[src/rtl/pci_pkg.sv]
// rtl/pci_pkg.sv - shared arbiter FSM encodings, bus signal levels and PCI command codes
package pci_pkg;

    typedef enum logic [1:0] {
        ST_IDLE  = 2'd0,
        ST_GRANT = 2'd1,
        ST_BUSY  = 2'd2,
        ST_TURN  = 2'd3
    } arb_state_t;

    // PCI control lines are active-low
    localparam logic ASSERTED   = 1'b0;
    localparam logic DEASSERTED = 1'b1;

    localparam logic [3:0] CMD_READ  = 4'b0010;
    localparam logic [3:0] CMD_WRITE = 4'b0011;

endpackage

[src/rtl/rr_picker.sv]
// rtl/rr_picker.sv - combinational round-robin winner select
// Ports:
//   req_vec  in   N   active-high request per agent
//   ptr      in   3   index of last served agent; search starts at ptr+1
//   winner   out  3   index of the chosen agent (0 when nothing requests)
//   any_req  out  1   at least one request present
module rr_picker #(
    parameter int N = 4
) (
    input  logic [N-1:0] req_vec,
    input  logic [2:0]   ptr,
    output logic [2:0]   winner,
    output logic         any_req
);

    // Requests duplicated side by side so a plain low-to-high priority scan
    // over the window (ptr, ptr+N] covers the wrap-around in one pass.
    logic [2*N-1:0] dbl;
    logic [2*N-1:0] mask;
    logic           found;

    assign dbl     = {req_vec, req_vec};
    assign any_req = |req_vec;

    always_comb begin
        for (int j = 0; j < 2*N; j++) begin
            mask[j] = (j > int'(ptr)) && (j <= int'(ptr) + N);
        end
    end

    always_comb begin
        winner = '0;
        found  = 1'b0;
        for (int j = 0; j < 2*N; j++) begin
            if (!found && dbl[j] && mask[j]) begin
                found  = 1'b1;
                winner = (j >= N) ? 3'(j - N) : 3'(j);
            end
        end
    end

endmodule

[src/rtl/pci_arbiter.sv]
// rtl/pci_arbiter.sv - round-robin PCI bus arbiter with unused-grant revocation
// Ports:
//   clk, rst     clock and synchronous active-high reset
//   request      active-low per-agent request
//   grand        active-low per-agent grant, registered, at most one low
//   frame, irdy  active-low bus lines observed to track ownership
//   owner        index of the last granted agent
//   owner_vld    an agent holds a grant or runs a transaction
//   gnt_timeout  one-cycle pulse when an unused grant is revoked
module pci_arbiter
    import pci_pkg::*;
#(
    parameter int N_MASTERS   = 4,
    parameter int GNT_TIMEOUT = 16,
    parameter int TMR_W       = 5
) (
    input  logic                 clk,
    input  logic                 rst,
    input  logic [N_MASTERS-1:0] request,
    output logic [N_MASTERS-1:0] grand,
    input  logic                 frame,
    input  logic                 irdy,
    output logic [2:0]           owner,
    output logic                 owner_vld,
    output logic                 gnt_timeout
);

    arb_state_t           state, state_n;
    logic [N_MASTERS-1:0] grand_n;
    logic [2:0]           owner_n, rr_ptr, rr_ptr_n;
    logic                 owner_vld_n, gnt_timeout_n;
    logic [TMR_W-1:0]     timer, timer_n;

    logic [N_MASTERS-1:0] req_vec;
    logic [2:0]           winner;
    logic                 any_req, frame_act, irdy_act, bus_idle, owner_req;

    // A released bus floats; only a definite low counts as asserted.
    assign frame_act = (frame === ASSERTED);
    assign irdy_act  = (irdy === ASSERTED);
    assign bus_idle  = !frame_act && !irdy_act;

    always_comb begin
        owner_req = 1'b0;
        for (int i = 0; i < N_MASTERS; i++) begin
            req_vec[i] = (request[i] === ASSERTED);
            if (owner == 3'(i)) begin
                owner_req = req_vec[i];
            end
        end
    end

    rr_picker #(.N(N_MASTERS)) u_picker (
        .req_vec (req_vec),
        .ptr     (rr_ptr),
        .winner  (winner),
        .any_req (any_req)
    );

    always_comb begin
        state_n       = state;
        grand_n       = grand;
        owner_n       = owner;
        owner_vld_n   = owner_vld;
        rr_ptr_n      = rr_ptr;
        timer_n       = timer;
        gnt_timeout_n = 1'b0;
        case (state)
            ST_IDLE: begin
                grand_n = '1;
                if (any_req && bus_idle) begin
                    for (int i = 0; i < N_MASTERS; i++) begin
                        grand_n[i] = (winner != 3'(i));
                    end
                    owner_n     = winner;
                    rr_ptr_n    = winner;
                    owner_vld_n = 1'b1;
                    timer_n     = '0;
                    state_n     = ST_GRANT;
                end
            end
            ST_GRANT: begin
                // Priority: bus started > request withdrawn > timer expiry
                if (frame_act) begin
                    grand_n = '1;
                    state_n = ST_BUSY;
                end else if (!owner_req) begin
                    grand_n     = '1;
                    owner_vld_n = 1'b0;
                    state_n     = ST_TURN;
                end else if (timer == TMR_W'(GNT_TIMEOUT - 1)) begin
                    grand_n       = '1;
                    gnt_timeout_n = 1'b1;
                    owner_vld_n   = 1'b0;
                    state_n       = ST_TURN;
                end else if (timer != '1) begin
                    timer_n = timer + 1'b1;
                end
            end
            ST_BUSY: begin
                grand_n = '1;
                if (bus_idle) begin
                    owner_vld_n = 1'b0;
                    state_n     = ST_TURN;
                end
            end
            ST_TURN: begin
                grand_n = '1;
                state_n = ST_IDLE;
            end
            default: begin
                grand_n = '1;
                state_n = ST_IDLE;
            end
        endcase
    end

    always_ff @(posedge clk) begin
        if (rst) begin
            state       <= ST_IDLE;
            grand       <= '1;
            owner       <= '0;
            owner_vld   <= 1'b0;
            gnt_timeout <= 1'b0;
            timer       <= '0;
            rr_ptr      <= 3'(N_MASTERS - 1);
        end else begin
            state       <= state_n;
            grand       <= grand_n;
            owner       <= owner_n;
            owner_vld   <= owner_vld_n;
            gnt_timeout <= gnt_timeout_n;
            timer       <= timer_n;
            rr_ptr      <= rr_ptr_n;
        end
    end

endmodule
[config.mk]
export PLATFORM = sky130hd
export DESIGN_NAME = pci_arbiter
export DESIGN_NICKNAME = d
export VERILOG_FILES = /design/src/rtl/pci_pkg.sv /design/src/rtl/rr_picker.sv /design/src/rtl/pci_arbiter.sv
export SDC_FILE = /design/constraint.sdc
export NUM_CORES = 1
export LEC_CHECK = 0
export BUFFER_PORTS_ARGS = -buffer_cell sky130_fd_sc_hd__buf_2
export CAP_MARGIN = 20
export CORE_MARGIN = 4
export CORE_UTILIZATION = 49
export DETAILED_ROUTE_END_ITERATION = 12
export GPL_TIMING_DRIVEN = 0
export HOLD_SLACK_MARGIN = 0.1
export PLACE_DENSITY = 0.74
export SYNTH_ARGS = -nofsm -noshare
export SYNTH_HDL_FRONTEND = slang
export SYNTH_SLANG_ARGS = --single-unit
[constraint.sdc]
create_clock -name clk -period 2.2 [get_ports clk]
set_input_delay 0.33 -clock clk [delete_from_list [all_inputs] [get_ports clk]]
set_output_delay 0.33 -clock clk [all_outputs]
set_load 0.05 [all_outputs]
Word level (Yosys, flattened, before mapping)
Cells that the tools add are included.
{ "op_classes": {"add_sub_neg": 2, "n_reduce_logical": 42, "bitwise_logic": 2, "muxes": 41, "n_lt_le_gt_ge": 14, "n_eq_ne": 25} }
{ "ops": {"columns": ["cell", "count"], "rows": [
  ["<= comparator 4 x 32 -> 1 bit (first input constant)", 4],
  ["<= comparator 3 x 32 -> 1 bit (first input constant)", 2],
  ["<= comparator 2 x 32 -> 1 bit (first input constant)", 1],
  ["2-to-1 mux 5 bit", 5],
  ["logical AND 1 bit", 22],
  ["2-to-1 mux 3 bit", 6],
  ["2-to-1 mux 1 bit", 17],
  ["2-to-1 mux 4 bit", 4],
  ["> comparator 3 bit (first input constant)", 4],
  ["inequality test 2 bit (second input constant)", 6],
  ["case mux 4 bit (3 select lines)", 1],
  ["2-to-1 mux 2 bit", 5],
  ["case mux 5 bit (2 select lines)", 1],
  ["zero test 1 bit", 8],
  ["case mux 2 bit (4 select lines)", 1],
  ["OR reduction 4 bit", 2],
  ["== test 3 x 2 -> 1 bit (second input constant)", 2],
  ["=== test 1 bit (second input constant)", 6],
  ["> comparator 2 x 3 -> 1 bit (first input constant)", 2],
  ["inequality test 3 x 2 -> 1 bit (second input constant)", 2],
  ["AND reduction 6 bit", 1],
  ["nonzero test 3 bit", 2],
  ["adder 5 x 1 -> 5 bit (second input constant)", 1],
  ["== test 5 x 4 -> 1 bit (second input constant)", 1],
  ["18 further kinds", 20]
]} }
{ "word_totals": {"regBits": 19, "elab_cells": 133, "input_bits": 8} }

Depth between registers and ports, before layout
{ "depth": {"depth_word": 32, "ltp_mapped": 7} }

Cells and area by module
Synthesis repeated with hierarchy kept, for this count alone.
{ "unflattened": {"cells_unflattened": 151, "area_unflattened_um2": 1223.7} }
{ "modules_own_cells": {"columns": ["mod", "area_each_um2", "seq_area_each_um2", "n_inst", "cells_each"], "rows": [
  ["pci_arbiter", 1048.5, 360.3, 1, 125],
  ["rr_picker", 175.2, 0.0, 1, 26]
]} }

Least setup slack after synthesis
Ideal clock, no wire load.
{ "synth_path": {"kind": "register to register", "from": "reg timer[0]", "to": "reg timer[2]", "setup_slack_ns": -0.056, "path_stages_with_launch": 8, "arrival_time_ns": 2.186, "path_buffers": 0, "required_ns": 2.130, "cell_sequence": "dfxtp_1 -> ha_1 -> and3_1 -> ha_1 -> or3b_2 -> a2bb2oi_2 -> or4_1 -> a21boi_1"} }
{ "synth_between": {"elab_chain_len": 6} }
{ "synth_rtl": {"columns": ["element", "line_no", "text"], "rows": [
  ["start: declaration", "pci_arbiter.sv:32", "logic [TMR_W-1:0] timer, timer_n;"],
  ["start signal: assignment", "pci_arbiter.sv:133", "timer <= timer_n;"],
  ["adder 5 x 1 -> 5 bit", "pci_arbiter.sv:97", "timer_n = timer + 1'b1;"],
  ["2-to-1 mux 5 bit", "pci_arbiter.sv:96", "end else if (timer != '1) begin"],
  ["2-to-1 mux 5 bit", "pci_arbiter.sv:91", "end else if (timer == TMR_W'(GNT_TIMEOUT - 1)) begin"],
  ["2-to-1 mux 5 bit", "pci_arbiter.sv:87", "end else if (!owner_req) begin"],
  ["2-to-1 mux 5 bit", "pci_arbiter.sv:84", "if (frame_act) begin"],
  ["case mux 5 bit (2 select lines)", "pci_arbiter.sv:68", "case (state)"]
]} }
Several ways; a longest one is shown, not always the timed one. The select of a mux whose other input is x is not followed.
A chain may end at the register's enable or synchronous reset.

Worst setup path in the final report
{ "layout_path": {"from": "reg timer[1]", "to": "reg timer[4]"} }
The elaborated chain is that of the path after synthesis.

==> flow_summary_export.csv <==
group,metric,value,unit
run_status,status,"finished, final reports clean",
floorplan,row_count,16,
job,drv_cap,0,
clock_network,clk_path_buf_depth,2,
critical_path,cp.buffers_inverters,0,
global_routing,antenna_found_initial,0,
synthesis,synth_edf_count,0,
global_routing,grtUsageTotal,0.189,
drt,vias_per_cell,5.81,
global_routing,grt_pass1_wl,3930,um
placement,dpl.hpwl,1800,um
synthesis,ys_warn_count,0,
clock_network,clkTransAtPathRegs,0.10,ns
cells_and_area,fin_nets,155,
critical_path,critPathCaptureType,"flop",
power_and_ir_drop,vdd_ir_drop_max,0.696,mV
global_routing,grt_pass1_vias,906,
drt,drt_iter0_markers,43,
critical_path,cp_slowest_stage_delay,0.47,ns
cells_and_area,final_cell_mix,"dfxtp_1, buf_2, nor3_1, a21oi_1, nand2_1",
clock_network,clk_latency,0.30,ns
floorplan,die_area,2840,um^2
critical_path,cp_cell_sequence,"ha_2, and3_4, ha_2, or3b_4, a2bb2oi_4, or4_1, o22ai_1",
critical_path,worstSetupStartpointType,"flop",
critical_path,rr_worst_depth,7,
drt,post_drt_wl_per_cell,14.3,um
cells_and_area,utilization,0.607,
clock_network,cts_num_sinks,17,
sta,max_freq,0.462,GHz
synthesis,syn_area,1000,um^2
sta,fin_crit_sh,0.984,
sta,grt_setup_unrepaired,"true",
placement,placed_cells,160,
critical_path,cp_slowest_cell,"or4_1",
power_and_ir_drop,power.density,990,nW/um^2
sta,period_needed,2.16,ns
cells_and_area,nFillCells,194,
critical_path,cp.depth,7,
synthesis,synth_fp_nets,133,
worst_hold_path,holdPathStages,3,
synthesis,async_flop_share,0,
synthesis,synthFlopType,"dfxtp_1",
sta,finClkSkew,0.00948,ns
sta,finalSetupViolCount,0,
sta,hold_ws,0.370,ns
synthesis,postSynthAreaPerCell,8.51,um^2
floorplan,die_h,53.3,um
drt,drt_first_pass_iters,4,
synthesis,yosysSeqAreaShare,0.339,
global_routing,grt_overflow,0,
power_and_ir_drop,leakagePower,0.439,nW
clock_network,postCtsHoldBufs,0,
critical_path,worst-setup-path-type,"flop to flop",
cells_and_area,num_antenna_cells,0,
floorplan,start_util,0.512,
cells_and_area,area_delta_synth_final,18.4,%
critical_path,crit_family,"simple AND/OR/NAND/NOR gates",
worst_hold_path,hp-class,"input pin to flop",
critical_path,required,2.43,ns
sta,drv_slew,0,
synthesis,ys_types,41,
drt,drc,0,
placement,globalplace.congestion,0.891,
clock_network,numCtsBuffers,3,
critical_path,crit_top_cell,"ha_2",
synthesis,synth-seq-cells,17,
floorplan,fp.coreArea,1960,um^2
drt,antenna_left,0,
cells_and_area,drive_gt1_frac,0.237,
floorplan,io_pins,17,
power_and_ir_drop,p_total,1.18,mW
clock_network,ctsHtreeMaxLevel,1,
cells_and_area,layout_commonest_cell,"dfxtp_1",
drt,num_vias,964,
global_routing,grt_max_degree,11,
sta,hold_violations,0,
critical_path,cp.arrival,2.40,ns
cells_and_area,final_cell_count_no_fill,166,
critical_path,critPathMaxFanout,4,
synthesis,synth_cells,118,
cells_and_area,stdcell_area,1190,um^2
clock_network,root_buffer,"clkbuf_4",
placement,placed_area,1130,um^2
drt,drt-total-wl,2370,um
floorplan,die_w,53.3,um
clock_network,cts_tree,"done",
placement,port_buffers,15,
==> metrics by stage <==
stage	TNS, ns	worst slack (ns)
2_1_floorplan	0	0.0458
3_3_place_gp	-0.0542	-0.0329
3_5_place_dp	-0.103	-0.0691
4_1_cts	0	0.0158
5_1_grt	-0.0570	-0.0326
6_report	0	0.0360
==> flip-flops by register name, indices dropped and copies added (netlist names) <==
name         flops
state            2
grand            4
rr_ptr           2
gnt_timeout      1
owner            2
owner_vld        1
timer            5
==> path summary, 6_finish.rpt <==
kind,slack [ns],to,startpoint
hold / removal,0.37,grand[2]$_SDFFE_PP1P_,rst
hold reg to reg,0.47,owner_vld$_SDFFE_PP0P_,owner_vld$_SDFFE_PP0P_
setup / recovery,0.04,timer[4]$_SDFFE_PP0P_,timer[1]$_SDFFE_PP0P_
setup reg to reg,0.04,timer[4]$_SDFFE_PP0P_,timer[1]$_SDFFE_PP0P_
==> cell families (layout without fill, tap and decap cells) <==
| kind of cell | after synthesis | in the layout | share of synthesized area |
|---|---|---|---|
| and+or+nand+nor | 49 | 49 | 0.280 |
| adders and majority gates | 7 | 7 | 0.0872 |
| DFF | 17 | 17 | 0.339 |
| muxes | 2 | 2 | 0.0324 |
| buffers and inverters | 11 | 32 | 0.0448 |
| other | 1 | 1 | 0.00373 |
| AOI/OAI and AO/OA | 31 | 31 | 0.213 |
==> cell type report <==
cell class | instances | area, um^2 | share of cell area
inverters | 7 | 26.3 | 0.0221
well taps | 27 | 33.8 | 0.0284
multi-input cells | 90 | 653 | 0.549
repair buffers | 17 | 90.1 | 0.0757
clock buffers | 4 | 26.3 | 0.0221
plain buffers | 4 | 18.8 | 0.0158
flip-flops and latches | 17 | 342 | 0.287
==> cell usage after synthesis (2+ instances only) <==
cell      number  area [um^2]
or2_2          2         12.5
nand2_1        8         30.0
or3_1          3         18.8
a21oi_1        9         45.0
o21a_1         2         15.0
nor2_1         3         11.3
nand2b_1       4         25.0
o21ai_0        3         15.0
o32ai_1        2         17.5
and3_1         2         12.5
inv_1          7         26.3
a31oi_1        4         25.0
o31ai_1        2         15.0
or4_1          3         22.5
nor4b_1        2         17.5
nor3_1        11         55.1
nand4_1        2         12.5
dfxtp_1       17          340
ha_1           7         87.6
nand3_1        2         10.0
clkbuf_1       3         11.3
==> per-layer routing <==
layer	vias to the layer above	wire [um]	global-route usage	part of all wire
met2	20	1230	0.341	0.52
met4	0	30	0.0638	0.013
met5	-	0	0	0
met1	454	1010	0.215	0.42
li1	485	-	-	-
met3	5	103	0.0423	0.043
==> what timing repair did <==
| action | in CTS | in global routing |
|---|---|---|
| endpoints found under the setup margin | 3 | 5 |
| gates resized for setup | 3 | 2 |
| pin swaps | 2 | 2 |
| setup buffers | 2 | 0 |
==> where the power goes <==
| part | switching, mW | internal (mW) |
|---|---|---|
| clock network | 0.0993 | 0.0707 |
| logic | 0.382 | 0.248 |
| registers | 0.0301 | 0.349 |
| total | 0.512 | 0.667 |
==> worst reg2reg max path, cell delays in order, from the launching register on <==
cell       delay [ns]
dfxtp_1          0.35
ha_2             0.18
and3_4           0.18
ha_2             0.18
or3b_4           0.40
a2bb2oi_4        0.19
or4_1            0.47
o22ai_1          0.14
(Power assumes the default switching activity.)
